[config.mk]
export PLATFORM = sky130hd
export DESIGN_NAME = lsu_mem_ctrl
export DESIGN_NICKNAME = d
export VERILOG_FILES = /design/src/rtl/lsu_mem_ctrl.sv
export SDC_FILE = /design/constraint.sdc
export NUM_CORES = 1
export LEC_CHECK = 0
export ABC_AREA = 1
export CAP_MARGIN = 20
export CORE_UTILIZATION = 35
export DETAILED_ROUTE_END_ITERATION = 8
export PLACE_DENSITY = 0.56
export SYNTH_ARGS = -nofsm -noshare
export SYNTH_HDL_FRONTEND = slang
export SYNTH_SLANG_ARGS = --single-unit
[constraint.sdc]
create_clock -name clk -period 2.45 [get_ports clk]
set_clock_uncertainty 0.1 [all_clocks]
set_input_delay 0.49 -clock clk [delete_from_list [all_inputs] [get_ports clk]]
set_output_delay 0.49 -clock clk [all_outputs]
set_load 0.01 [all_outputs]
[src/rtl/lsu_mem_ctrl.sv]
// lsu_mem_ctrl: byte-serial load/store controller in front of an 8-bit synchronous RAM
module lsu_mem_ctrl #(
    parameter int ADDR_W = 32,
    parameter int DATA_W = 32
) (
    input  logic              clk,
    input  logic              rst,
    input  logic              rdy,
    input  logic              in_misbranch,
    input  logic              in_ld_req,
    input  logic [2:0]        in_ld_size,
    input  logic [ADDR_W-1:0] in_ld_addr,
    input  logic              in_ld_signed,
    output logic              out_ld_done,
    output logic [DATA_W-1:0] out_ld_data,
    input  logic              in_st_req,
    input  logic [2:0]        in_st_size,
    input  logic [ADDR_W-1:0] in_st_addr,
    input  logic [DATA_W-1:0] in_st_data,
    output logic              out_st_done,
    input  logic [7:0]        mem_din,
    output logic [7:0]        mem_dout,
    output logic [ADDR_W-1:0] mem_a,
    output logic              mem_wr
);
    typedef enum logic [1:0] {IDLE, LOAD, STORE} state_t;
    state_t state;
    logic ld_pend, ld_sg, st_pend, wr_q, a_v, d_v, resync;
    logic [2:0] ld_sz, st_sz, ld_i, ld_k, st_i;
    logic [ADDR_W-1:0] ld_ad, st_ad, ld_a_n, st_a_n;
    logic [DATA_W-1:0] st_dat, buf_q, nb, ext, st_d_n;
    logic [7:0] sb;
    logic ld_new, ld_take, st_take, st_go, ld_go, ld_sg_n;
    logic [2:0] ld_sz_n, st_sz_n;

    function automatic logic [2:0] dec(input logic [2:0] s);
        return (s == 3'd1) ? 3'd1 : (s == 3'd2) ? 3'd2 : 3'd4;
    endfunction

    assign ld_new  = in_ld_req && !in_misbranch;
    assign ld_take = ld_new && !ld_pend && state != LOAD;
    assign st_take = in_st_req && !st_pend && state != STORE;
    assign st_go   = st_pend || in_st_req;
    assign ld_go   = (ld_pend || in_ld_req) && !in_misbranch;
    assign ld_a_n  = ld_pend ? ld_ad : in_ld_addr;
    assign ld_sz_n = ld_pend ? ld_sz : dec(in_ld_size);
    assign ld_sg_n = ld_pend ? ld_sg : in_ld_signed;
    assign st_a_n  = st_pend ? st_ad : in_st_addr;
    assign st_sz_n = st_pend ? st_sz : dec(in_st_size);
    assign st_d_n  = st_pend ? st_dat : in_st_data;
    assign nb      = buf_q | (DATA_W'(mem_din) << {ld_k, 3'b000});
    assign ext     = (ld_sz == 3'd1) ? {{(DATA_W-8){ld_sg && nb[7]}}, nb[7:0]} :
                     (ld_sz == 3'd2) ? {{(DATA_W-16){ld_sg && nb[15]}}, nb[15:0]} : nb;
    assign sb      = 8'(st_dat >> {st_i, 3'b000});
    assign mem_wr  = wr_q && rdy;

    // request slots, arbitration and the load/store sequencer
    always_ff @(posedge clk) begin
        if (rst) begin
            state <= IDLE;
            ld_pend <= 1'b0;
            st_pend <= 1'b0;
            ld_sg <= 1'b0;
            ld_sz <= 3'd0;
            st_sz <= 3'd0;
            ld_ad <= '0;
            st_ad <= '0;
            st_dat <= '0;
            ld_i <= 3'd0;
            ld_k <= 3'd0;
            st_i <= 3'd0;
            a_v <= 1'b0;
            d_v <= 1'b0;
            resync <= 1'b0;
            buf_q <= '0;
            wr_q <= 1'b0;
            out_ld_done <= 1'b0;
            out_st_done <= 1'b0;
            out_ld_data <= '0;
            mem_a <= '0;
            mem_dout <= 8'd0;
        end else begin
            out_ld_done <= 1'b0;
            out_st_done <= 1'b0;
            if (!rdy) begin
                resync <= resync || state == LOAD;
            end else begin
                if (ld_take) begin
                    ld_pend <= 1'b1;
                    ld_ad <= in_ld_addr;
                    ld_sz <= dec(in_ld_size);
                    ld_sg <= in_ld_signed;
                end
                if (st_take) begin
                    st_pend <= 1'b1;
                    st_ad <= in_st_addr;
                    st_sz <= dec(in_st_size);
                    st_dat <= in_st_data;
                end
                if (in_misbranch) ld_pend <= 1'b0;
                case (state)
                    IDLE: begin
                        if (st_go) begin
                            state <= STORE;
                            st_pend <= 1'b0;
                            st_ad <= st_a_n;
                            st_sz <= st_sz_n;
                            st_dat <= st_d_n;
                            mem_a <= st_a_n;
                            mem_dout <= st_d_n[7:0];
                            wr_q <= 1'b1;
                            st_i <= 3'd1;
                        end else if (ld_go) begin
                            state <= LOAD;
                            ld_pend <= 1'b0;
                            ld_ad <= ld_a_n;
                            ld_sz <= ld_sz_n;
                            ld_sg <= ld_sg_n;
                            mem_a <= ld_a_n;
                            ld_i <= 3'd1;
                            ld_k <= 3'd0;
                            a_v <= 1'b1;
                            d_v <= 1'b0;
                            buf_q <= '0;
                            resync <= 1'b0;
                        end
                    end
                    LOAD: begin
                        if (in_misbranch) begin
                            state <= IDLE;
                        end else if (resync) begin
                            resync <= 1'b0;
                            mem_a <= ld_ad + ADDR_W'(ld_k);
                            ld_i <= ld_k + 3'd1;
                            a_v <= 1'b1;
                            d_v <= 1'b0;
                        end else begin
                            d_v <= a_v;
                            a_v <= ld_i != ld_sz;
                            if (ld_i != ld_sz) begin
                                mem_a <= ld_ad + ADDR_W'(ld_i);
                                ld_i <= ld_i + 3'd1;
                            end
                            if (d_v) begin
                                buf_q <= nb;
                                ld_k <= ld_k + 3'd1;
                                if (ld_k == ld_sz - 3'd1) begin
                                    out_ld_data <= ext;
                                    out_ld_done <= 1'b1;
                                    state <= IDLE;
                                end
                            end
                        end
                    end
                    STORE: begin
                        if (st_i == st_sz) begin
                            wr_q <= 1'b0;
                            out_st_done <= 1'b1;
                            state <= IDLE;
                        end else begin
                            mem_a <= st_ad + ADDR_W'(st_i);
                            mem_dout <= sb;
                            st_i <= st_i + 3'd1;
                        end
                    end
                    default: state <= IDLE;
                endcase
            end
        end
    end
endmodule

==> flow_summary.json <==
{
  "synth_edf_count": 0,
  "cts_buffer_depth": 3,
  "die_w_um": 198,
  "syn2layout_area_growth_pct": 28.9,
  "clock-sinks": 226,
  "ys.flop_type": "dfxtp_1",
  "required_ns": 2.84,
  "port_buffers": 191,
  "drv_slew": 0,
  "dieHeight_um": 198,
  "n_fill_cell": 3934,
  "synth_nets": 2286,
  "synth_cell_type_count": 44,
  "dp.final_hpwl_mm": 38.1,
  "synth_top_area_share_pct": 33.6,
  "ant_nets": 0,
  "core-area_um2": 37800,
  "clkPwrFrac_pct": 35.4,
  "maxSlewHeadroom_pct": 47.2,
  "p_switching_mw": 3.72,
  "cp-start-kind": "flop",
  "grt.overflow.total": 0,
  "num_vias": 15249,
  "drc": 0,
  "root_buffer": "clkbuf_16",
  "nNetsFinal": 2478,
  "comb_power_share_pct": 26.4,
  "final_hold_viol_count": 0,
  "crit_arrival_ns": 2.68,
  "hold_path_class": "in -> reg",
  "p_seq_share_pct": 38.2,
  "drtIter0Drc": 1149,
  "worst_slack_ns": 0.161,
  "grt_pass1_vias": 14047,
  "rows": 71,
  "cp-end-kind": "flop",
  "total_power_mw": 11.2,
  "period_needed_ns": 2.29,
  "cts_buffers": 28,
  "avgSynthCellArea_um2": 6.26,
  "finalCritPeriodShare_pct": 93.4,
  "path_cells": "inv_1, o21ai_2, ha_2, inv_1, fa_2, inv_2, nand3_1, nand2_2, nand2_1, inv_2, nor2_1, o21ai_2, buf_4, o22ai_1, a21oi_1",
  "p_sw_share_pct": 33.3,
  "fin_area_um2": 17400,
  "cts_max_level": 1,
  "start_util_pct": 35.7,
  "p_leak_nw": 6.56,
  "cp_slowest_cell": "fa_2",
  "ioPinCount": 192,
  "max_freq_ghz": 0.437,
  "synth_common_cells": "nand2_1, dfxtp_1, nand3_1, nor2_1, a21oi_1",
  "finalSetupViolCount": 0,
  "rsz0062_at_grt": "yes",
  "timing.rr.start": "ld_i[0]",
  "drive_gt1_share_pct": 8.93,
  "stdcell_count": 2876,
  "synthesis.instances": 2152,
  "powerDensity_nw_per_um2": 643,
  "yosysWarnings": 0,
  "post_dp_cell_area_um2": 16400,
  "gp_congestion": 0.922,
  "min_from": "rst",
  "yosysMostFrequentCell": "nand2_1",
  "drt_pass1_iterations": 5,
  "tightest_slew_ns": 0.792,
  "grt_pass1_wl_mm": 80.8,
  "antenna_found_initial": 5,
  "crit_type": "reg -> reg",
  "peakVddDrop_v": 0.000510,
  "dp.cells": 2824,
  "async_reset_ff_share_pct": 0,
  "pre_cts_ws_ns": -0.144,
  "clock_latency_ns": 0.56,
  "syn_area_um2": 13500,
  "ys_ff_latch": 226,
  "synth.area.top_cells": "dfxtp_1, nand2_1, nand3_1",
  "wl_per_cell_um": 18.1,
  "cts_tree": "built",
  "vias_per_cell": 5.30,
  "outcome": "completed",
  "yosysTopAreaCell": "dfxtp_1",
  "ys_seq_area_share_pct": 33.6,
  "drt_wl_total_mm": 52.0,
  "clk_transition_reported_paths_ns": 0.06,
  "grt_util_all_layers_pct": 26.3,
  "max_stage_delay_ns": 0.35,
  "die-area_um2": 39300,
  "startpoint": "ld_i[0]",
  "drv_cap": 0,
  "worstPathMaxFanout": 6,
  "grt_max_degree": 150,
  "internal-power_mw": 7.45
}
==> stage by stage <==
stage | setup TNS, ns | hold WS, ns | utilization (%)
floorplan | 0 | 0.336 | -
global placement | -4.75 | 0.347 | 43.5
detailed placement | -5.30 | 0.351 | 43.5
CTS | 0 | 0.229 | 45.8
global route | -0.289 | 0.256 | 46.0
finish | 0 | 0.252 | 46.0
==> worst paths after layout <==
check | end | slack [ns] | depth (start not counted)
max | mem_a[6] | 0.16 | 15
min | mem_a[5] | 0.25 | 4
max reg2reg | mem_a[6] | 0.16 | 15
min reg2reg | st_dat[14] | 0.36 | 2
==> critical path: cells and delay by family, from the launching register on <==
family / cells / cell delay [ns]
buf+inv: 5 / 0.39
flops: 1 / 0.33
fa+ha+maj: 2 / 0.54
compound gates: 4 / 0.46
simple gates: 4 / 0.40
==> layer usage <==
layer  GRT usage, %  routed length [um]  up-vias
li1               -                   -     7554
met1           39.1               25300     7080
met2           39.1               21500      538
met3           4.72                4080       73
met4           5.94                1030        4
met5              0                  34        -
==> repair_timing <==
| item | 4_1_cts | 5_1_grt |
|---|---|---|
| hold buffers | 0 | 0 |
| hold endpoints to repair | 0 | 0 |
| setup buffers | 0 | 1 |
| endpoints found under the setup margin | 15 | 28 |
| pin swaps | 0 | 6 |
| gates resized for setup | 7 | 29 |
==> sequential cells by signal, indices dropped and copies added, names as in the netlist, 8 cells and up <==
| name | flops |
|---|---|
| mem_dout | 8 |
| buf_q | 32 |
| st_ad | 32 |
| st_dat | 32 |
| out_ld_data | 32 |
| ld_ad | 32 |
| mem_a | 32 |
==> cells in the final DEF (no fill, tap or decap), types with 16 or more instances in the layout <==
master	instances
a211oi_1	17
a21oi_1	175
a31oi_1	78
buf_12	16
buf_4	83
clkbuf_16	29
clkdlybuf4s50_1	189
dfxtp_1	221
inv_1	165
inv_2	20
nand2_1	612
nand3_1	198
nor2_1	174
nor3_1	34
o21a_1	16
o21ai_0	154
o21bai_1	36
==> cell type report <==
type	instances	area [um2]	share of cell area, %
Multi-Input combinational cell	1612	7780	44.8
Antenna cell	2	5.00	0.0288
Clock buffer	45	836	4.81
Inverter	186	699	4.03
Sequential cell	226	4530	26.1
Clock inverter	4	25.0	0.144
Tap cell	511	639	3.68
Timing Repair Buffer	290	2860	16.5
==> power groups by stage <==
stage | sequential, mW | clock, mW | combinational [mW]
detailed placement | 4.33 | 0 | 2.91
global route | 4.30 | 4.21 | 3.23
global placement | 4.33 | 0 | 2.89
CTS | 4.25 | 4.04 | 2.93
finish | 4.26 | 3.96 | 2.95
floorplan | 4.29 | 0 | 1.59
==> cell families (layout without fill, tap and decap cells) <==
logic type               after synthesis  in the layout  share of synthesized area, %
adder cells (fa/ha/maj)               17             17                          1.69
buffers and inverters                314            525                          9.26
other                                  0              2                             0
flip-flops                           226            226                          33.6
AND/OR/NAND/NOR                     1063           1063                          32.7
XOR/XNOR                               9              9                         0.585
AO/OA/AOI/OAI                        523            523                          22.2
Note: power is estimated with default switching activity, not from simulation.
